==> src/rtl/multichannel_sample_packer.sv <==
// Packs CHANNELS serial samples into one wide AXI-Stream word with a single output register.
// Define SAMPLE_PACKER_SYNC_CHECK_EN to resynchronise on s_axis_sample_tuser and count misalignments.
module multichannel_sample_packer #(
    parameter int unsigned CHANNEL_WIDTH = 16,
    parameter int unsigned CHANNELS      = 8,
    parameter int unsigned OUTPUT_WIDTH  = CHANNEL_WIDTH * CHANNELS
) (
    input  logic                     aclk,
    input  logic                     aresetn,
    input  logic [CHANNEL_WIDTH-1:0] s_axis_sample_tdata,
    input  logic                     s_axis_sample_tvalid,
    output logic                     s_axis_sample_tready,
    input  logic                     s_axis_sample_tuser,
    output logic [OUTPUT_WIDTH-1:0]  m_axis_packed_tdata,
    output logic                     m_axis_packed_tvalid,
    input  logic                     m_axis_packed_tready,
    output logic                     sync_err,
    output logic [15:0]              sync_err_count
);

    localparam int unsigned IDX_W = (CHANNELS > 1) ? $clog2(CHANNELS) : 1;
    localparam logic [IDX_W-1:0] LAST_IDX = IDX_W'(CHANNELS - 1);

    logic [IDX_W-1:0]        idx_q, idx_d;
    logic [OUTPUT_WIDTH-1:0] acc_q, acc_d;
    logic [OUTPUT_WIDTH-1:0] out_data_q, out_data_d;
    logic                    out_valid_q, out_valid_d;
    logic                    accept_c, last_c, resync_c;
    logic [IDX_W-1:0]        lane_c;
    logic [OUTPUT_WIDTH-1:0] word_c;

    // Only the completing beat can stall, and only behind a full, non-draining output.
    assign s_axis_sample_tready = (idx_q != LAST_IDX) || !out_valid_q || m_axis_packed_tready;
    assign accept_c             = s_axis_sample_tvalid && s_axis_sample_tready;
    assign last_c               = (idx_q == LAST_IDX);

`ifdef SAMPLE_PACKER_SYNC_CHECK_EN
    assign resync_c = accept_c && s_axis_sample_tuser && (idx_q != '0);
`else
    logic unused_tuser;
    assign unused_tuser = s_axis_sample_tuser;
    assign resync_c     = 1'b0;
`endif

    // Accumulator, lane index and output register next-state.
    always_comb begin
        lane_c      = resync_c ? '0 : idx_q;
        word_c      = acc_q;
        idx_d       = idx_q;
        acc_d       = acc_q;
        out_data_d  = out_data_q;
        out_valid_d = out_valid_q;
        for (int k = 0; k < int'(CHANNELS); k++) begin
            if (IDX_W'(k) == lane_c) begin
                word_c[k*CHANNEL_WIDTH +: CHANNEL_WIDTH] = s_axis_sample_tdata;
            end
        end
        if (out_valid_q && m_axis_packed_tready) begin
            out_valid_d = 1'b0;
        end
        if (accept_c) begin
            acc_d = word_c;
            if (resync_c) begin
                idx_d = IDX_W'(1);
            end else if (last_c) begin
                idx_d       = '0;
                out_data_d  = word_c;
                out_valid_d = 1'b1;
            end else begin
                idx_d = idx_q + IDX_W'(1);
            end
        end
    end

    always_ff @(posedge aclk) begin
        if (!aresetn) begin
            idx_q       <= '0;
            acc_q       <= '0;
            out_data_q  <= '0;
            out_valid_q <= 1'b0;
        end else begin
            idx_q       <= idx_d;
            acc_q       <= acc_d;
            out_data_q  <= out_data_d;
            out_valid_q <= out_valid_d;
        end
    end

    assign m_axis_packed_tdata  = out_data_q;
    assign m_axis_packed_tvalid = out_valid_q;

`ifdef SAMPLE_PACKER_SYNC_CHECK_EN
    logic        sync_err_q, sync_err_d;
    logic [15:0] sync_cnt_q, sync_cnt_d;

    // Misalignment pulse and saturating counter.
    always_comb begin
        sync_err_d = resync_c;
        sync_cnt_d = sync_cnt_q;
        if (resync_c && (sync_cnt_q != 16'hFFFF)) begin
            sync_cnt_d = sync_cnt_q + 16'd1;
        end
    end

    always_ff @(posedge aclk) begin
        if (!aresetn) begin
            sync_err_q <= 1'b0;
            sync_cnt_q <= '0;
        end else begin
            sync_err_q <= sync_err_d;
            sync_cnt_q <= sync_cnt_d;
        end
    end

    assign sync_err       = sync_err_q;
    assign sync_err_count = sync_cnt_q;
`else
    assign sync_err       = 1'b0;
    assign sync_err_count = '0;
`endif

endmodule

==> config.mk <==
export PLATFORM = sky130hd
export DESIGN_NAME = multichannel_sample_packer
export DESIGN_NICKNAME = d
export VERILOG_FILES = /design/src/rtl/multichannel_sample_packer.sv
export SDC_FILE = /design/constraint.sdc
export NUM_CORES = 1
export LEC_CHECK = 0
export CAP_MARGIN = 25
export CORE_ASPECT_RATIO = 0.7
export CORE_UTILIZATION = 50
export CTS_BUF_LIST = sky130_fd_sc_hd__clkbuf_2
export DETAILED_ROUTE_END_ITERATION = 10
export PLACE_DENSITY_LB_ADDON = 0.08
export SLEW_MARGIN = 5
export SYNTH_ARGS = -nofsm -noshare
export SYNTH_HDL_FRONTEND = slang
export SYNTH_SLANG_ARGS = --single-unit
==> constraint.sdc <==
create_clock -name aclk -period 1.8 [get_ports aclk]
set_clock_uncertainty 0.05 [all_clocks]
set_input_delay 0.18 -clock aclk [delete_from_list [all_inputs] [get_ports aclk]]
set_output_delay 0.18 -clock aclk [all_outputs]
set_load 0.005 [all_outputs]
== Yosys cells after proc, flatten, opt, wreduce, memory -nomap -nowiden ==
Index checks and enable logic that the tools add are counted.
Storage, ports and cells
  word-level logic and storage cells: 33
  output and inout bits: 147
  flip-flop bits (word level): 260
  input bits: 21
Cells by class
  mux-type cells: 12
  eq/ne operators: 9
  add/subtract/negate cells: 1
  reductions and logical operators: 7
Operators with widths (number)
  two-way mux 16 bit: 8
  equality test 3 bit, first input constant: 4
  equality test 2 x 3 -> 1 bit, first input constant: 2
  adder 3 x 1 -> 3 bit, second input constant: 1
  equality test 1 x 3 -> 1 bit, first input constant: 1
  equality test 3 bit, second input constant: 1
  zero test 3 bit: 1
  two-way mux 1 bit: 3
  two-way mux 3 bit: 1
  inequality test 3 bit, second input constant: 1
  logical AND 1 bit: 2
  logical OR 1 bit: 2
  AND reduction 2 bit: 1
  zero test 1 bit: 1

== Logic depth before layout (Yosys ltp) ==
  word-level depth: 5
  gate-level depth with buffers: 9
  depth with buffers taken out: 6

== Least setup slack after synthesis ==
OpenSTA, ideal clock, no wires.
  kind: register to register
  start point: register idx_q[0]
  end point: register acc_q[102]
  stages on the path, launching flop included: 9
  slack: -70 ps
  arrival: 1748 ps
  library setup time: 72 ps
  path buffers: 3
  period minus slack after synthesis: 1870 ps
  data required time: 1678 ps
  path through: dfxtp_1 ha_1 ha_1 and3b_1 buf_6 nor3b_1 buf_4 buf_8 mux2i_1
Between the ends
  longest elaborated chain between the ends: 4
  elaborated cells on any way between the ends: 6
  those cells by class: 2 x eq/ne; 1 x mux; 3 x reduce/logical
RTL lines
  from (decl): RTL line 24  | logic [IDX_W-1:0] idx_q, idx_d;
  from (signal assigned): RTL line 82  | idx_q <= idx_d;
  inequality test 3 bit: RTL line 33  | assign s_axis_sample_tready = (idx_q != LAST_IDX) || !out_valid_q || m_axis_packed_tready;
  logical OR 1 bit (2 in a row): RTL line 33
  logical AND 1 bit: RTL line 34  | assign accept_c = s_axis_sample_tvalid && s_axis_sample_tready;
  to (signal assigned): RTL line 78  | acc_q <= '0;
  to (signal assigned): RTL line 83  | acc_q <= acc_d;
  to (decl): RTL line 25  | logic [OUTPUT_WIDTH-1:0] acc_q, acc_d;
Several ways; a longest one is shown, not always the timed one.
A chain may end at the register's enable or synchronous reset.

== Final worst setup path ==
  start point: register idx_q[0]
  end point: output s_axis_sample_tready
Between the ends
  longest elaborated chain between the ends: 3
RTL lines
  inequality test 3 bit: RTL line 33
  logical OR 1 bit (2 in a row): RTL line 33
  to (decl): RTL line 12  | output logic s_axis_sample_tready,
Every way passes these cells.

==> flow_summary_export.csv <==
group,metric,value,unit
status,status,"finished, violations left",
status,violations,"negative setup slack",
layout,fill_cells,1708,
logic_synthesis,netlist_instances,1102,
timing,min_period_over_period,116,%
clocking,numCtsBuffers,56,
layout,fin_util,67.9,%
layout,drive_gt1_share,27.1,%
timing,fin_hold_ws,0.0756,ns
timing,max_clock_freq,0.478,GHz
placement,place_hpwl,21100,um
worst_setup_path,crit_family,"flip-flops",
logic_synthesis,yosysUniqueCellTypes,31,
floorplan,num_rows,43,
placement,pre_cts_slack,-0.166,ns
worst_setup_path,critPathMaxStageDelay,0.37,ns
floorplan,die_h,123,um
layout,syn2layout_area_growth,31.1,%
worst_setup_path,rrSetupSlack,-0.25,ns
logic_synthesis,ys.flop_type,"dfxtp_1",
worst_setup_path,cp-end-kind,"output pin",
clocking,clkSinkCount,244,
timing,finalHoldViolCount,0,
logic_synthesis,async_reset_ff_share,0,%
worst_setup_path,arrival,1.86,ns
layout,multi_input_area,4880,sq um
clocking,cts-htree-levels,2,
pwr,leakagePower,0.00551,uW
timing,final-max-slew-violation-count,0,
worst_setup_path,cp_num_buf_inv,2,
route,drcViolationCount,0,
grt,grt_pass1_vias,8489,
logic_synthesis,synth_edf_count,0,
layout,final_cell_mix,"180 x nand2_1, 173 x mux2i_1, 132 x dfxtp_1",
timing,setup_viol,97,
layout,seq_area,5020,sq um
worst_setup_path,slowest_stage,"dfxtp_2",
worst_setup_path,crit_type,"register to output pin",
floorplan,die_area,21400,sq um
logic_synthesis,avgSynthCellArea,9.43,sq um
pwr,finalPower,9820,uW
placement,post_dp_cell_area,12600,sq um
layout,final_nets,1346,
logic_synthesis,netlist_area,10400,sq um
grt,antenna_found_initial,0,
grt,grt_overflow_total,0,
pwr,power_density,721,nW/um^2
pwr,ir_drop,380,uV
placement,gp_congestion,0.819,
worst_setup_path,start_kind,"register",
worst_setup_path,critPathMostFrequentCell,"ha_4",
route,drtIter0Drc,848,
route,detail_route.wl_per_cell,20.9,um
layout,fin_area,13600,sq um
worst_setup_path,critPathRequiredTime,1.57,ns
clocking,cts_tree,"built",
route,dr.pass1.iters,8,
floorplan,design.core.area,20100,sq um
grt,grt_max_degree,64,
job,max_cap_viol_count,0,
route,vias_per_cell,5.75,
timing,post-route-min-period,2.09,ns
logic_synthesis,ys_warn_count,0,
worst_setup_path,critical_path.cell_chain,"ha_4 > ha_4 > and3b_2 > clkinv_4 > buf_6",
worst_setup_path,worst-path-max-fanout,2,
route,totalWireLength,33700,um
route,vias,9265,
floorplan,start_util,51.8,%
clocking,clk_latency,0.83,ns
floorplan,fp.dieW,174,um
grt,gr-usage-all-layers,30.2,%
logic_synthesis,seq_area_frac_synth,47.0,%
placement,io_buffer_count,149,
timing,layout_setup_ws,-0.292,ns
clocking,cts-root-buf,"clkbuf_2",
logic_synthesis,ys_ff_latch,244,
grt,grt_first_pass_wirelength,49100,um
timing,rsz0062_at_grt,"yes",
clocking,cts.clk_slew.worst_paths,0.11,ns
layout,mostFrequentLayoutCell,"nand2_1",
floorplan,pin_count,168,
min_path,hold_path_class,"input pin to register",
clocking,clockBufferDepth,3,
route,ant_nets,0,
==> cell type report <==
cell class              count  area share [%]
repair buffers            289            21.7
inverters                   5           0.184
clock inverters             5           0.138
clock buffers              75            2.75
multi-input cells         723            35.8
well taps                 270            2.48
flip-flops and latches    244            36.9
diodes                      1          0.0184
==> synthesized netlist by cell type (5+ instances only) <==
| library cell | instances | share of area (%) |
|---|---|---|
| a211oi_1 | 65 | 4.7 |
| a21oi_1 | 130 | 6.3 |
| a311oi_1 | 48 | 4.0 |
| buf_2 | 34 | 1.6 |
| buf_4 | 29 | 2.1 |
| buf_6 | 8 | 0.87 |
| buf_8 | 5 | 0.72 |
| clkbuf_1 | 66 | 2.4 |
| dfxtp_1 | 244 | 47 |
| ha_1 | 6 | 0.72 |
| mux2i_1 | 176 | 17 |
| nand2_1 | 182 | 6.6 |
| nand3_1 | 64 | 3.1 |
| o21ai_0 | 16 | 0.77 |
==> timing repair <==
item,4_1_cts,5_1_grt
hold endpoints to repair,111,0
gates cloned,4,6
endpoints found under the setup margin,246,142
resized for setup,261,35
hold buffers,1,0
setup buffers,21,10
pin swaps,6,15
==> where the power goes <==
| group | switching (uW) | leakage, uW | internal, uW |
|---|---|---|---|
| combinational | 684 | 0.00316 | 487 |
| clock | 2040 | 0.000325 | 1080 |
| sequential | 46.8 | 0.00203 | 5480 |
| total | 2770 | 0.00551 | 7050 |
==> per-layer routing <==
layer | wire (um) | GRT usage, % | up-vias
met5 | 0 | 0 | -
met4 | 779 | 10.4 | 0
met3 | 3010 | 6.23 | 58
met2 | 14900 | 45.9 | 453
met1 | 15000 | 42.7 | 4417
li1 | - | - | 4337
==> registers in the layout, summed over array words and instances (netlist names) <==
register              count
m_axis_packed_tvalid      1
acc_q                   112
idx_q                     3
m_axis_packed_tdata     128
==> worst paths after layout <==
check	cells past startpoint	from	end
hold reg to reg	2	acc_q[105]	m_axis_packed_tdata[105]
hold / removal	4	s_axis_sample_tdata[13]	acc_q[29]
setup / recovery	5	idx_q[0]	s_axis_sample_tready
setup reg to reg	9	idx_q[0]	acc_q[77]
==> cells by family after synthesis <==
family                   after synthesis  share of synthesized area (%)
multiplexers                         176                           17.0
flip-flops                           244                           47.0
AO/OA/AOI/OAI                        261                           15.9
buffers and inverters                151                           8.24
adder cells (fa/ha/maj)                6                          0.722
other                                  1                         0.0361
AND/OR/NAND/NOR                      263                           11.1
==> stage by stage <==
| step | TNS [ns] | instances |
|---|---|---|
| 2_1_floorplan | -0.405 | 1118 |
| 3_3_place_gp | -8.16 | 1493 |
| 3_5_place_dp | -11.69 | 1493 |
| 4_1_cts | -5.50 | 1599 |
| 5_1_grt | -18.18 | 1611 |
| 6_report | -13.63 | 1612 |
==> tightest hold or removal path, delay by kind of cell <==
family                 cells  cell delay (ns)
buffers and inverters      2             0.57
multiplexers               1             0.05
AND/OR/NAND/NOR            1             0.12
(Power assumes the default switching activity.)
